<file path="config.mk">
export PLATFORM = sky130hd
export DESIGN_NAME = ps2_packet_parser_param
export DESIGN_NICKNAME = d
export VERILOG_FILES = /design/src/rtl/ps2_packet_parser_param.sv
export SDC_FILE = /design/constraint.sdc
export NUM_CORES = 1
export LEC_CHECK = 0
export CORE_AREA = 2 2 83 85
export CTS_CLUSTER_SIZE = 12
export DETAILED_ROUTE_END_ITERATION = 16
export DIE_AREA = 0 0 85 87
export DONT_BUFFER_PORTS = 1
export PLACE_DENSITY = 0.65
export RECOVER_POWER = 50
export REMOVE_ABC_BUFFERS = 1
export SYNTH_ARGS = -nofsm -noshare
export SYNTH_HDL_FRONTEND = slang
export SYNTH_SLANG_ARGS = --single-unit
</file>
<file path="constraint.sdc">
create_clock -name clk -period 3.1 [get_ports clk]
set_input_delay 0.31 -clock clk [delete_from_list [all_inputs] [get_ports clk]]
set_output_delay 0.31 -clock clk [all_outputs]
set_load 0.02 [all_outputs]
</file>
<file path="src/rtl/ps2_packet_parser_param.sv">
// Parametrised PS/2-style packet framer: locks on a sync bit in the first byte and
// assembles PKT_BYTES bytes into one word, with an optional inter-byte idle abort.
module ps2_packet_parser_param #(
  parameter int DATA_W      = 8,
  parameter int PKT_BYTES   = 3,
  parameter int SYNC_BIT    = 3,
  parameter int TIMEOUT_CYC = 0,
  parameter int CNT_W       = 16
) (
  input  logic                        clk,
  input  logic                        reset,
  input  logic [DATA_W-1:0]           in_i,
  input  logic                        in_valid_i,
  output logic [DATA_W*PKT_BYTES-1:0] out_bytes_o,
  output logic                        done_o,
  output logic                        timeout_o,
  output logic [7:0]                  drop_cnt_o,
  output logic [CNT_W-1:0]            pkt_cnt_o
);

  localparam int PKT_W  = DATA_W * PKT_BYTES;
  localparam int IDX_W  = $clog2(PKT_BYTES);
  localparam int IDLE_W = (TIMEOUT_CYC > 0) ? $clog2(TIMEOUT_CYC + 1) : 1;
  localparam logic [IDX_W-1:0]  IDX_LAST  = IDX_W'(PKT_BYTES - 1);
  localparam logic [IDLE_W-1:0] IDLE_LAST = IDLE_W'((TIMEOUT_CYC > 0) ? TIMEOUT_CYC - 1 : 0);

  typedef enum logic {
    S_SEARCH  = 1'b0,
    S_COLLECT = 1'b1
  } state_t;

  state_t              state_q, state_d;
  logic [IDX_W-1:0]    idx_q, idx_d;
  logic [IDLE_W-1:0]   idle_q, idle_d;
  logic [PKT_W-1:0]    shift_q, shift_d;
  logic [PKT_W-1:0]    out_q, out_d;
  logic                done_q, done_d;
  logic                to_q, to_d;
  logic [7:0]          drop_q, drop_d;
  logic [CNT_W-1:0]    pkt_q, pkt_d;
  logic [PKT_W-1:0]    shift_in;

  // Oldest byte migrates toward the MSBs as new bytes enter at the bottom.
  assign shift_in = {shift_q[PKT_W-DATA_W-1:0], in_i};

  always_ff @(posedge clk) begin
    if (reset) begin
      state_q <= S_SEARCH;
      idx_q   <= '0;
      idle_q  <= '0;
      shift_q <= '0;
      out_q   <= '0;
      done_q  <= 1'b0;
      to_q    <= 1'b0;
      drop_q  <= '0;
      pkt_q   <= '0;
    end else begin
      state_q <= state_d;
      idx_q   <= idx_d;
      idle_q  <= idle_d;
      shift_q <= shift_d;
      out_q   <= out_d;
      done_q  <= done_d;
      to_q    <= to_d;
      drop_q  <= drop_d;
      pkt_q   <= pkt_d;
    end
  end

  always_comb begin
    state_d = state_q;
    idx_d   = idx_q;
    idle_d  = idle_q;
    shift_d = shift_q;
    out_d   = out_q;
    done_d  = 1'b0;
    to_d    = 1'b0;
    drop_d  = drop_q;
    pkt_d   = pkt_q;
    unique case (state_q)
      S_SEARCH: begin
        if (in_valid_i) begin
          if (in_i[SYNC_BIT]) begin
            shift_d = shift_in;
            idx_d   = IDX_W'(1);
            idle_d  = '0;
            state_d = S_COLLECT;
          end else if (drop_q != 8'hFF) begin
            drop_d = drop_q + 8'd1;
          end
        end
      end
      S_COLLECT: begin
        if (in_valid_i) begin
          shift_d = shift_in;
          idle_d  = '0;
          if (idx_q == IDX_LAST) begin
            out_d   = shift_in;
            pkt_d   = pkt_q + CNT_W'(1);
            done_d  = 1'b1;
            idx_d   = '0;
            state_d = S_SEARCH;
          end else begin
            idx_d = idx_q + IDX_W'(1);
          end
        end else if (TIMEOUT_CYC > 0) begin
          // A byte in the same cycle always beats the abort; only idle cycles count here.
          if (idle_q == IDLE_LAST) begin
            idle_d  = '0;
            idx_d   = '0;
            to_d    = 1'b1;
            state_d = S_SEARCH;
          end else begin
            idle_d = idle_q + IDLE_W'(1);
          end
        end
      end
      default: state_d = S_SEARCH;
    endcase
  end

  assign out_bytes_o = out_q;
  assign done_o      = done_q;
  assign timeout_o   = to_q;
  assign drop_cnt_o  = drop_q;
  assign pkt_cnt_o   = pkt_q;

endmodule

</file>
### Yosys cells after proc, flatten, opt, wreduce, memory -nomap -nowiden

Cells that the tools add are included.

| operators by class | value |
|---|---|
| add/subtract/negate cells | 3 |
| equal/unequal tests | 5 |
| mux-type cells | 15 |
| bitwise operators | 3 |
| reductions and logical operators | 4 |

Operator list:

| cell | count |
|---|---|
| $mux W16 | 3 |
| $pmux W16 S2 | 1 |
| $add A16 B1 Y16 const B | 1 |
| $add A8 B1 Y8 const B | 1 |
| $mux W2 | 4 |
| $ne A8 B8 Y1 const B | 1 |
| $ne A2 B2 Y1 const B | 3 |
| $reduce_and A3 Y1 | 2 |
| $mux W1 | 5 |
| $pmux W2 S2 | 1 |
| $reduce_and A4 Y1 | 1 |
| $not A1 Y1 | 3 |
| $reduce_or A3 Y1 | 1 |
| $add A2 B1 Y2 const B | 1 |
| $eq A2 B2 Y1 const B | 1 |
| $pmux W1 S2 | 1 |

| word-level totals | value |
|---|---|
| flip-flop bits (word level) | 68 |
| bits of input ports | 11 |
| output and inout bits | 50 |
| word-level logic and storage cells | 37 |

### Logic depth before layout (Yosys ltp)

Gate-level depths: netlist (run 1).

| depth | value |
|---|---|
| depth in word-level cells | 4 |
| mapped depth | 6 |
| gate-level depth less buffers | 5 |

### Least setup slack after synthesis (run 1)

OpenSTA, ideal clock, no wires.

| timing | value |
|---|---|
| path type | register -> register |
| from | reg pkt_q[3], in the netlist pkt_cnt_o[3] |
| to | reg pkt_q[15], in the netlist pkt_cnt_o[15] |
| setup time | 0.070 ns |
| arrival time | 1.774 ns |
| required time | 3.030 ns |
| setup slack | 1.255 ns |
| stages on the path, launching flop included | 5 |
| path buffers | 0 |
| clock period less this slack | 1.845 ns |
| cell sequence | dfxtp_1 -> nand4_1 -> or4_4 -> or3_1 -> a21oi_1 |

| on the way | value |
|---|---|
| cells in the longest elaborated chain, start to end | 1 |

RTL lines:

| what | line | source |
|---|---|---|
| start, declared | 40 | `logic [CNT_W-1:0] pkt_q, pkt_d;` |
| start signal, assigned | 66 | `pkt_q <= pkt_d;` |
| $add A16 B1 Y16 | 99 | `pkt_d = pkt_q + CNT_W'(1);` |

Every way passes these cells.
A chain may end at the register's enable or synchronous reset.

### Worst setup path after layout (run 1)

| timing | value |
|---|---|
| from | reg idx_q[0] |
| to | reg pkt_q[9], in the netlist pkt_cnt_o[9] |

| on the way | value |
|---|---|
| cells in the longest elaborated chain, start to end | 2 |

RTL lines:

| what | line | source |
|---|---|---|
| start, declared | 33 | `logic [IDX_W-1:0] idx_q, idx_d;` |
| start signal, assigned | 59 | `idx_q <= idx_d;` |
| $eq A2 B2 Y1 | 97 | `if (idx_q == IDX_LAST) begin` |
| $reduce_and A3 Y1 (no source line) | n/a |  |

Every way passes these cells.

==> results of run 1 <==
==> cell type report <==
type | count | area share, %
Sequential cell | 68 | 47.72
Timing Repair Buffer | 3 | 0.5263
Clock buffer | 9 | 4.342
Clock inverter | 7 | 2.675
Tap cell | 80 | 3.509
Multi-Input combinational cell | 229 | 41.10
Inverter | 1 | 0.1316
==> power groups by stage <==
stage          clock network [mW]  registers [mW]  logic, mW
5_1_grt                     0.793           0.899     0.0409
3_5_place_dp                    0           0.919     0.0366
4_1_cts                     0.751           0.898     0.0368
6_report                    0.726           0.898     0.0345
3_3_place_gp                    0           0.918     0.0356
2_1_floorplan                   0           0.916     0.0289
==> metrics by stage <==
stage | hold WS, ns | power, mW | utilization (%) | area (um2)
after global routing | 0.004335 | 1.733 | 43.43 | 2853
after global placement | 0.3846 | 0.9537 | 40.72 | 2675
after CTS | 0.02244 | 1.686 | 43.77 | 2875
after detailed placement | 0.3882 | 0.9552 | 40.72 | 2675
after floorplan | 0.3791 | 0.9452 | - | 2552
final | 0.03345 | 1.658 | 43.43 | 2853
==> kinds of logic (layout without fill, tap and decap cells) <==
group | count (synthesis) | count (layout) | synth area share [%]
other cells | 1 | 1 | 0.1423
flops | 68 | 68 | 51.66
xor+xnor | 16 | 16 | 5.318
mux | 5 | 5 | 2.042
simple gates | 149 | 149 | 25.36
buf+inv | 20 | 20 | 3.276
fa+ha+maj | 2 | 2 | 0.9495
compound gates | 56 | 56 | 11.25
==> layout by cell type, fill, tap and decap left out, types with 2 or more instances in the layout <==
master and n:
clkbuf_1 2, clkinv_4 2, ha_1 2, or3_1 3
nand3_1 6, nand4_1 8, o211ai_1 2, dfxtp_1 68
clkinv_2 2, and3_1 3, xnor2_1 8, nor2_1 26
a21oi_1 45, mux2i_1 2, nand2_1 86, clkbuf_8 9
nor3_1 4, o21ai_0 5, nor4_1 4, mux2_2 3
nor2b_1 2, nor3b_1 2, xor2_1 8, a22oi_1 2
==> cells in the mapped netlist (3+ instances only) <==
library cell	instances	area, um2
mux2_2	3	33.78
nor2_1	26	97.59
xor2_1	8	70.07
nand2_1	86	322.8
o21ai_0	4	20.02
or3_1	3	18.77
nor3_1	4	20.02
clkbuf_1	14	52.55
xnor2_1	8	70.07
and3_1	3	18.77
buf_4	3	22.52
nand3_1	6	30.03
nor4_1	4	25.02
nand4_1	8	50.05
a21oi_1	45	225.2
dfxtp_1	68	1361
==> routing by layer <==
metal / vias up / share of wire (%) / track usage [%]
li1: 1049 / - / -
met4: 0 / 0.73 / 5.339
met5: - / 0 / 0
met3: 2 / 5.2 / 5.972
met1: 943 / 47 / 18.39
met2: 34 / 47 / 22.94
==> sequential cells by signal, indices dropped and copies added, names as in the netlist <==
register,cells
drop_cnt_o,8
pkt_cnt_o,16
idx_q,2
shift_q,16
done_o,1
state_q,1
out_bytes_o,24
==> path summary, 6_finish.rpt <==
kind	slack, ns	endpoint	start	cells after the start
setup / recovery	0.83	pkt_cnt_o[9]	idx_q[0]	5
hold / removal	0.03	out_bytes_o[21]	reset	1
setup reg to reg	0.83	pkt_cnt_o[9]	idx_q[0]	5
hold reg to reg	0.44	out_bytes_o[20]	shift_q[12]	2
==> worst max-delay path: cells and delay by family (launching register included) <==
kind / cells / cell delay (ns)
xor gates and xnor gates: 1 / 0.23
buffers and inverters: 1 / 1.09
DFF: 1 / 0.38
and+or+nand+nor: 3 / 0.48
==> impl_metrics.yaml, run 1 <==
layout:
  register_area_um2: 1361
  drive_above_1_share_pct: 6.625
  areaGrowthSynthToFinish_pct: 8.262
  multi_input_area_um2: 1172
  num_antenna_cells: 0
  nets: 325
  final_cells: 397
  fillers: 659
synthesis:
  ys_seq_area_share_pct: 51.66
  synthCells: 317
  ys_ff_latch: 68
  synth_ff_type: "dfxtp_1"
  synth.distinct_cells: 33
  yosys_warnings: 0
  avgSynthCellArea_um2: 8.312
  async_flop_share_pct: 0
  syn_area_um2: 2635
  synth_edf_count: 0
global_routing:
  first_global_vias: 1866
  grt_usage_pct: 14.71
  grt_max_degree: 71
  antenna_found_initial: 0
  grt_pass1_wl_um: 8707
  overflow: 0
sta:
  min_period_ns: 2.270
  slew_violations: 0
  rsz0062_at_grt: "false"
  tightest_slew_ns: 1.457
  maxSlewHeadroom_pct: 2.868
  setup_tns_ns: 0
  setup_viol: 0
  worst_slack_ns: 0.8299
  hold_viol: 0
  fin_worst_skew_ns: 0.01059
  final.period_utilization_pct: 73.23
  clock.fmax_mhz: 440.5
critical_path:
  path_class: "reg -> reg"
  max_stage_delay_ns: 1.09
  cp.arrival_ns: 2.50
  path_cells: "nand4b_1 > clkbuf_1 > nor4_1 > xnor2_1 > nor2_1"
  cp_data_required_time_ns: 3.33
  cp_max_fo: 33
  critPathSlowestCell: "clkbuf_1"
  cp-start-kind: "register"
  cp-end-kind: "register"
placed_design:
  placedCellCount: 381
  dp_slack_ns: 1.083
  io_buffers: 0
  routabilityCongestion: 0.8310
  dp_hpwl_um: 3287
die:
  row_count: 30
  die_y_um: 87
  io_pins: 61
  fp.dieW_um: 85
  initial_utilization_pct: 40.11
  fp.dieArea_um2: 7395
  coreArea_um2: 6569
clock_tree:
  clk_latency_ns: 0.33
  cts_buffers: 9
  hold_buffers: 0
  clk_pin_slew_ns: 0.08
  root_buffer: "clkbuf_8"
  cts_max_level: 3
  post_cts_buffers: 0
  cts_tree: "done"
  post_cts_resized: 0
  clock_path_buffers: 2
  cts.sinks: 68
power_and_ir_drop:
  p_per_area_nw_per_um2: 581.1
  peakVddDrop_mv: 0.2776
  pwr-share-clk_pct: 43.8
  p_sw_share_pct: 23.04
  p_int_mw: 1.276
  switchingPower_mw: 0.3819
  sequentialPowerShare_pct: 54.1
  leakage_nw: 0.9521
  combPwrFrac_pct: 2.1
routing:
  vias: 2028
  drt.antenna.violating_nets: 0
  routedWlPerCell_um: 13.20
  drc: 0
  firstDrtPassIters: 4
  routed_via_density: 5.108
  drtIter0Drc: 125
  wirelength_um: 5241
job:
  cap_violations: 0
status:
  status: "finished, final reports clean"
min_path:
  hold_path_class: "in -> reg"
No activity file was read; power rests on OpenSTA's default activity.
==> run 2, diff against run 1 <==
clock period = 2.25 ns   (was 3.1 ns; I/O delays follow)
==> run 2 against run 1 <==
  * Non-clock buffer count is 11 higher
  * Sequential power is 38% higher
  * Final cell count is 2.5% higher
  * Worst setup slack worse by 0.49 ns
  * Highest routed layer unchanged
==> impl_metrics.yaml, run 2 (synthesized netlist as in run 1, its figures left out) <==
status:
  status: "finished, final reports clean"
layout:
  layout_commonest_cell: "nand2_1"
  num_antenna_cells: 0
  areaGrowthSynthToFinish_pct: 12.73
  drive_above_1_share_pct: 7.951
  largest_reg_flops: 24
  layout_common_cells: "nand2_1 (86), dfxtp_1 (68), a21oi_1 (45)"
  final_cells: 407
  fin_util_pct: 45.22
  nets: 336
power_and_ir_drop:
  peakVddDrop_mv: 0.4086
  total_power_mw: 2.398
  leakage_nw: 1.017
  p_per_area_nw_per_um2: 807.4
routing:
  routed_via_density: 5.145
  drt.antenna.violating_nets: 0
  vias: 2094
  firstDrtPassIters: 4
  wirelength_um: 5685
  routedWlPerCell_um: 13.97
  drtIter0Drc: 86
  drc: 0
die:
  coreArea_um2: 6569
  fp.dieW_um: 85
  initial_utilization_pct: 40.11
  fp.dieArea_um2: 7395
  io_pins: 61
  row_count: 30
  die_y_um: 87
global_routing:
  overflow: 0
  grt_pass1_wl_um: 9045
  antenna_found_initial: 0
  grt_usage_pct: 15.61
  grt_max_degree: 67
  first_global_vias: 1868
clock_tree:
  cts_buffers: 9
  cts.sinks: 68
  clk_pin_slew_ns: 0.08
  clk_latency_ns: 0.34
  post_cts_buffers: 0
  cts_max_level: 3
  cts_tree: "done"
  root_buffer: "clkbuf_8"
  clock_path_buffers: 2
  post_cts_resized: 0
sta:
  min_period_ns: 1.911
  slew_violations: 0
  maxSlewHeadroom_pct: 59.19
  tightest_slew_ns: 0.6121
  final.period_utilization_pct: 84.95
  rsz0062_at_grt: "false"
  fin_worst_skew_ns: 0.008200
  setup_viol: 0
  clock.fmax_mhz: 523.2
  setup_tns_ns: 0
  whs_ns: 0.02168
  hold_viol: 0
critical_path:
  cp_data_required_time_ns: 2.52
  reg2reg_depth: 4
  path_class: "reg -> reg"
  cp-end-kind: "register"
  cp_max_fo: 7
  cp-start-kind: "register"
  cp.arrival_ns: 2.18
placed_design:
  dp_hpwl_um: 3558
  placedCellCount: 389
  io_buffers: 0
  routabilityCongestion: 0.7518
min_path:
  hold_path_class: "in -> reg"
  hold_depth: 2
job:
  cap_violations: 0
run 2: final cells by class:
type                            count  area (um2)
Clock buffer                        9       123.9
Multi-Input combinational cell    229        1187
Tap cell                           80       100.1
Timing Repair Buffer               14       105.1
Fill cell                         646        3598
Inverter                            1       3.754
Sequential cell                    68        1361
Clock inverter                      6       88.84
run 2: metal layers:
| layer | vias up | share of wire, % | global-route usage, % | wire, um |
|---|---|---|---|---|
| li1 | 1069 | - | - | - |
| met1 | 967 | 46 | 19.63 | 2611 |
| met2 | 50 | 47 | 24.01 | 2682 |
| met3 | 8 | 5.2 | 4.645 | 297 |
| met4 | 0 | 1.6 | 8.658 | 93 |
| met5 | - | 0 | 0 | 0 |
run 2: what timing repair did:
action                                  CTS  global route
hold buffers                              3             0
endpoints found under the setup margin    0             0
endpoints found under the hold margin    66             0
run 2: final timing paths:
path,slack [ns],from,end
worst max-delay path,0.34,pkt_cnt_o[3],pkt_cnt_o[15]
worst min-delay path,0.02,in_i[4],shift_q[4]
worst max register to register,0.34,pkt_cnt_o[3],pkt_cnt_o[15]
worst min register to register,0.45,shift_q[12],out_bytes_o[20]
run 2: worst max-delay path: stages (launching register included):
cell	delay (ns)
dfxtp_1	0.55
nand4_1	0.21
or4_4	0.59
or3_1	0.36
a21oi_1	0.14
run 2: per-stage QoR:
step / area, um2 / worst slack [ns]
floorplan: 2552 / 0.2652
global placement: 2735 / 0.4411
CTS: 2995 / 0.3734
finish: 2970 / 0.3387
detailed placement: 2735 / 0.3941
global route: 2970 / 0.2283
run 2: where the power goes:
part	switching (mW)	leakage (nW)	internal, mW
logic	0.0478	0.366	0.0301
registers	0.0183	0.550	1.22
clock network	0.463	0.102	0.619
==> run 3, diff against run 2 <==
clock period = 2 ns   (was 2.25 ns; I/O delays follow)
==> run 3 against run 2 <==
  * Die area unchanged
  * Critical path depth increased by 1
  * Total power up 11%
  * Critical path type unchanged
  * Largest cell class unchanged
==> impl_metrics.yaml, run 3 (synthesized netlist as in run 1, its figures left out) <==
status:
  status: "finished, final reports clean"
critical_path:
  cp-start-kind: "register"
  crit_family: "simple AND/OR/NAND/NOR gates"
  path_cells: "nand4b_4 > clkbuf_1 > nor4_1 > nand3_1 > mux2_2"
  cp_max_fo: 10
  r2r-end: "pkt_cnt_o[14]"
  timing.rr.start: "idx_q[1]"
  max_stage_delay_ns: 0.46
  cp.arrival_ns: 2.03
  r2r_setup_slack_ns: 0.19
  cp-end-kind: "register"
  path_class: "reg -> reg"
  critPathSlowestCell: "dfxtp_1"
  reg2reg_depth: 5
  cp.buffers_inverters: 1
  cp_data_required_time_ns: 2.22
layout:
  fillers: 680
  drive_above_1_share_pct: 8.069
  register_area_um2: 1361
  num_antenna_cells: 0
  design_area_um2: 3080
  layout_commonest_cell: "nand2_1"
  multi_input_area_um2: 1187
  final_cells: 427
  nets: 355
  areaGrowthSynthToFinish_pct: 16.90
  layout_common_cells: "nand2_1 (86), dfxtp_1 (68), a21oi_1 (45)"
  largest_reg_flops: 24
routing:
  drt.antenna.violating_nets: 0
  routed_via_density: 4.998
  drtIter0Drc: 113
  vias: 2134
  firstDrtPassIters: 4
  drc: 0
  met3_length_um: 380
  routedWlPerCell_um: 13.38
  highest_layer: "met4"
  wirelength_um: 5715
  route.met2.wl_um: 2622
  wl_met1_um: 2646
sta:
  maxSlewHeadroom_pct: 61.20
  tightest_slew_ns: 0.5820
  min_period_ns: 1.807
  hold_viol: 0
  fin_worst_skew_ns: 0.009630
  worst_slack_ns: 0.1928
  clock.fmax_mhz: 553.3
  final.period_utilization_pct: 90.36
  rsz0062_at_grt: "false"
  setup_viol: 0
  slew_violations: 0
  setup_tns_ns: 0
  whs_ns: 0.03362
die:
  initial_utilization_pct: 40.11
  row_count: 30
  fp.dieArea_um2: 7395
  die_y_um: 87
  io_pins: 61
  coreArea_um2: 6569
  fp.dieW_um: 85
placed_design:
  routabilityCongestion: 0.7339
  dpl_cell_area_um2: 2833
  placedCellCount: 402
  dp_hpwl_um: 3619
  io_buffers: 0
  dp_slack_ns: 0.2674
clock_tree:
  clk_pin_slew_ns: 0.07
  root_buffer: "clkbuf_8"
  cts_buffers: 9
  clock_path_buffers: 2
  cts_max_level: 3
  cts_tree: "done"
  cts.sinks: 68
  clk_latency_ns: 0.34
  post_cts_resized: 0
min_path:
  min_to: "idx_q[0]"
  hold_path.startpoint: "in_valid_i"
  hold_depth: 2
  hold_path_class: "in -> reg"
global_routing:
  grt_pass1_wl_um: 8935
  first_global_vias: 1864
  overflow: 0
  antenna_found_initial: 0
  grt_usage_pct: 15.26
  grt_max_degree: 67
job:
  cap_violations: 0
power_and_ir_drop:
  p_per_area_nw_per_um2: 861.5
  peakVddDrop_mv: 0.3839
  leakage_nw: 1.062
run 3: changes by cell type in the layout (fill, tap and decap cells not counted), sizes merged:
cell and delta:
clkbuf +14, buf +1, bufinv -1, dlygate4sd3 +6
run 3: metrics by stage:
step	total power [mW]	utilization [%]
floorplan	1.465	-
global placement	1.486	43.12
detailed placement	1.489	43.12
CTS	2.691	47.81
global route	2.764	46.90
finish	2.654	46.90
run 3: metal layers:
metal / up-vias / GRT usage [%]
li1: 1115 / -
met1: 968 / 19.34
met2: 46 / 23.93
met3: 5 / 4.645
met4: 0 / 6.926
met5: - / 0
run 3: final cells by class:
class                      instances  share of cell area [%]
multi-input combinational        229                   38.55
clock buffer                      11                   4.915
clock inverter                     5                   1.909
inverter                           1                  0.1219
timing repair buffer              33                   7.067
tap                               80                   3.249
sequential                        68                   44.19
run 3: how the worst max path moves through the flow:
stage	start	endpoint	slack, ns	cells past startpoint
after floorplan	state_q	pkt_cnt_o[15]	0.02	4
after global placement	idx_q[1]	pkt_cnt_o[14]	0.33	5
after detailed placement	idx_q[1]	pkt_cnt_o[15]	0.27	4
after CTS	idx_q[1]	pkt_cnt_o[15]	0.25	4
after global routing	idx_q[1]	pkt_cnt_o[14]	0.07	5
final	idx_q[1]	pkt_cnt_o[14]	0.19	5
run 3: power breakdown:
group	switching (mW)	internal, mW	leakage [nW]
Sequential	0.0153	1.37	0.550
Clock	0.513	0.646	0.102
Combinational	0.0638	0.0431	0.411
run 3: repair_timing:
action	CTS	global route
hold buffers	8	1
setup buffers	0	0
hold endpoints to repair	66	1
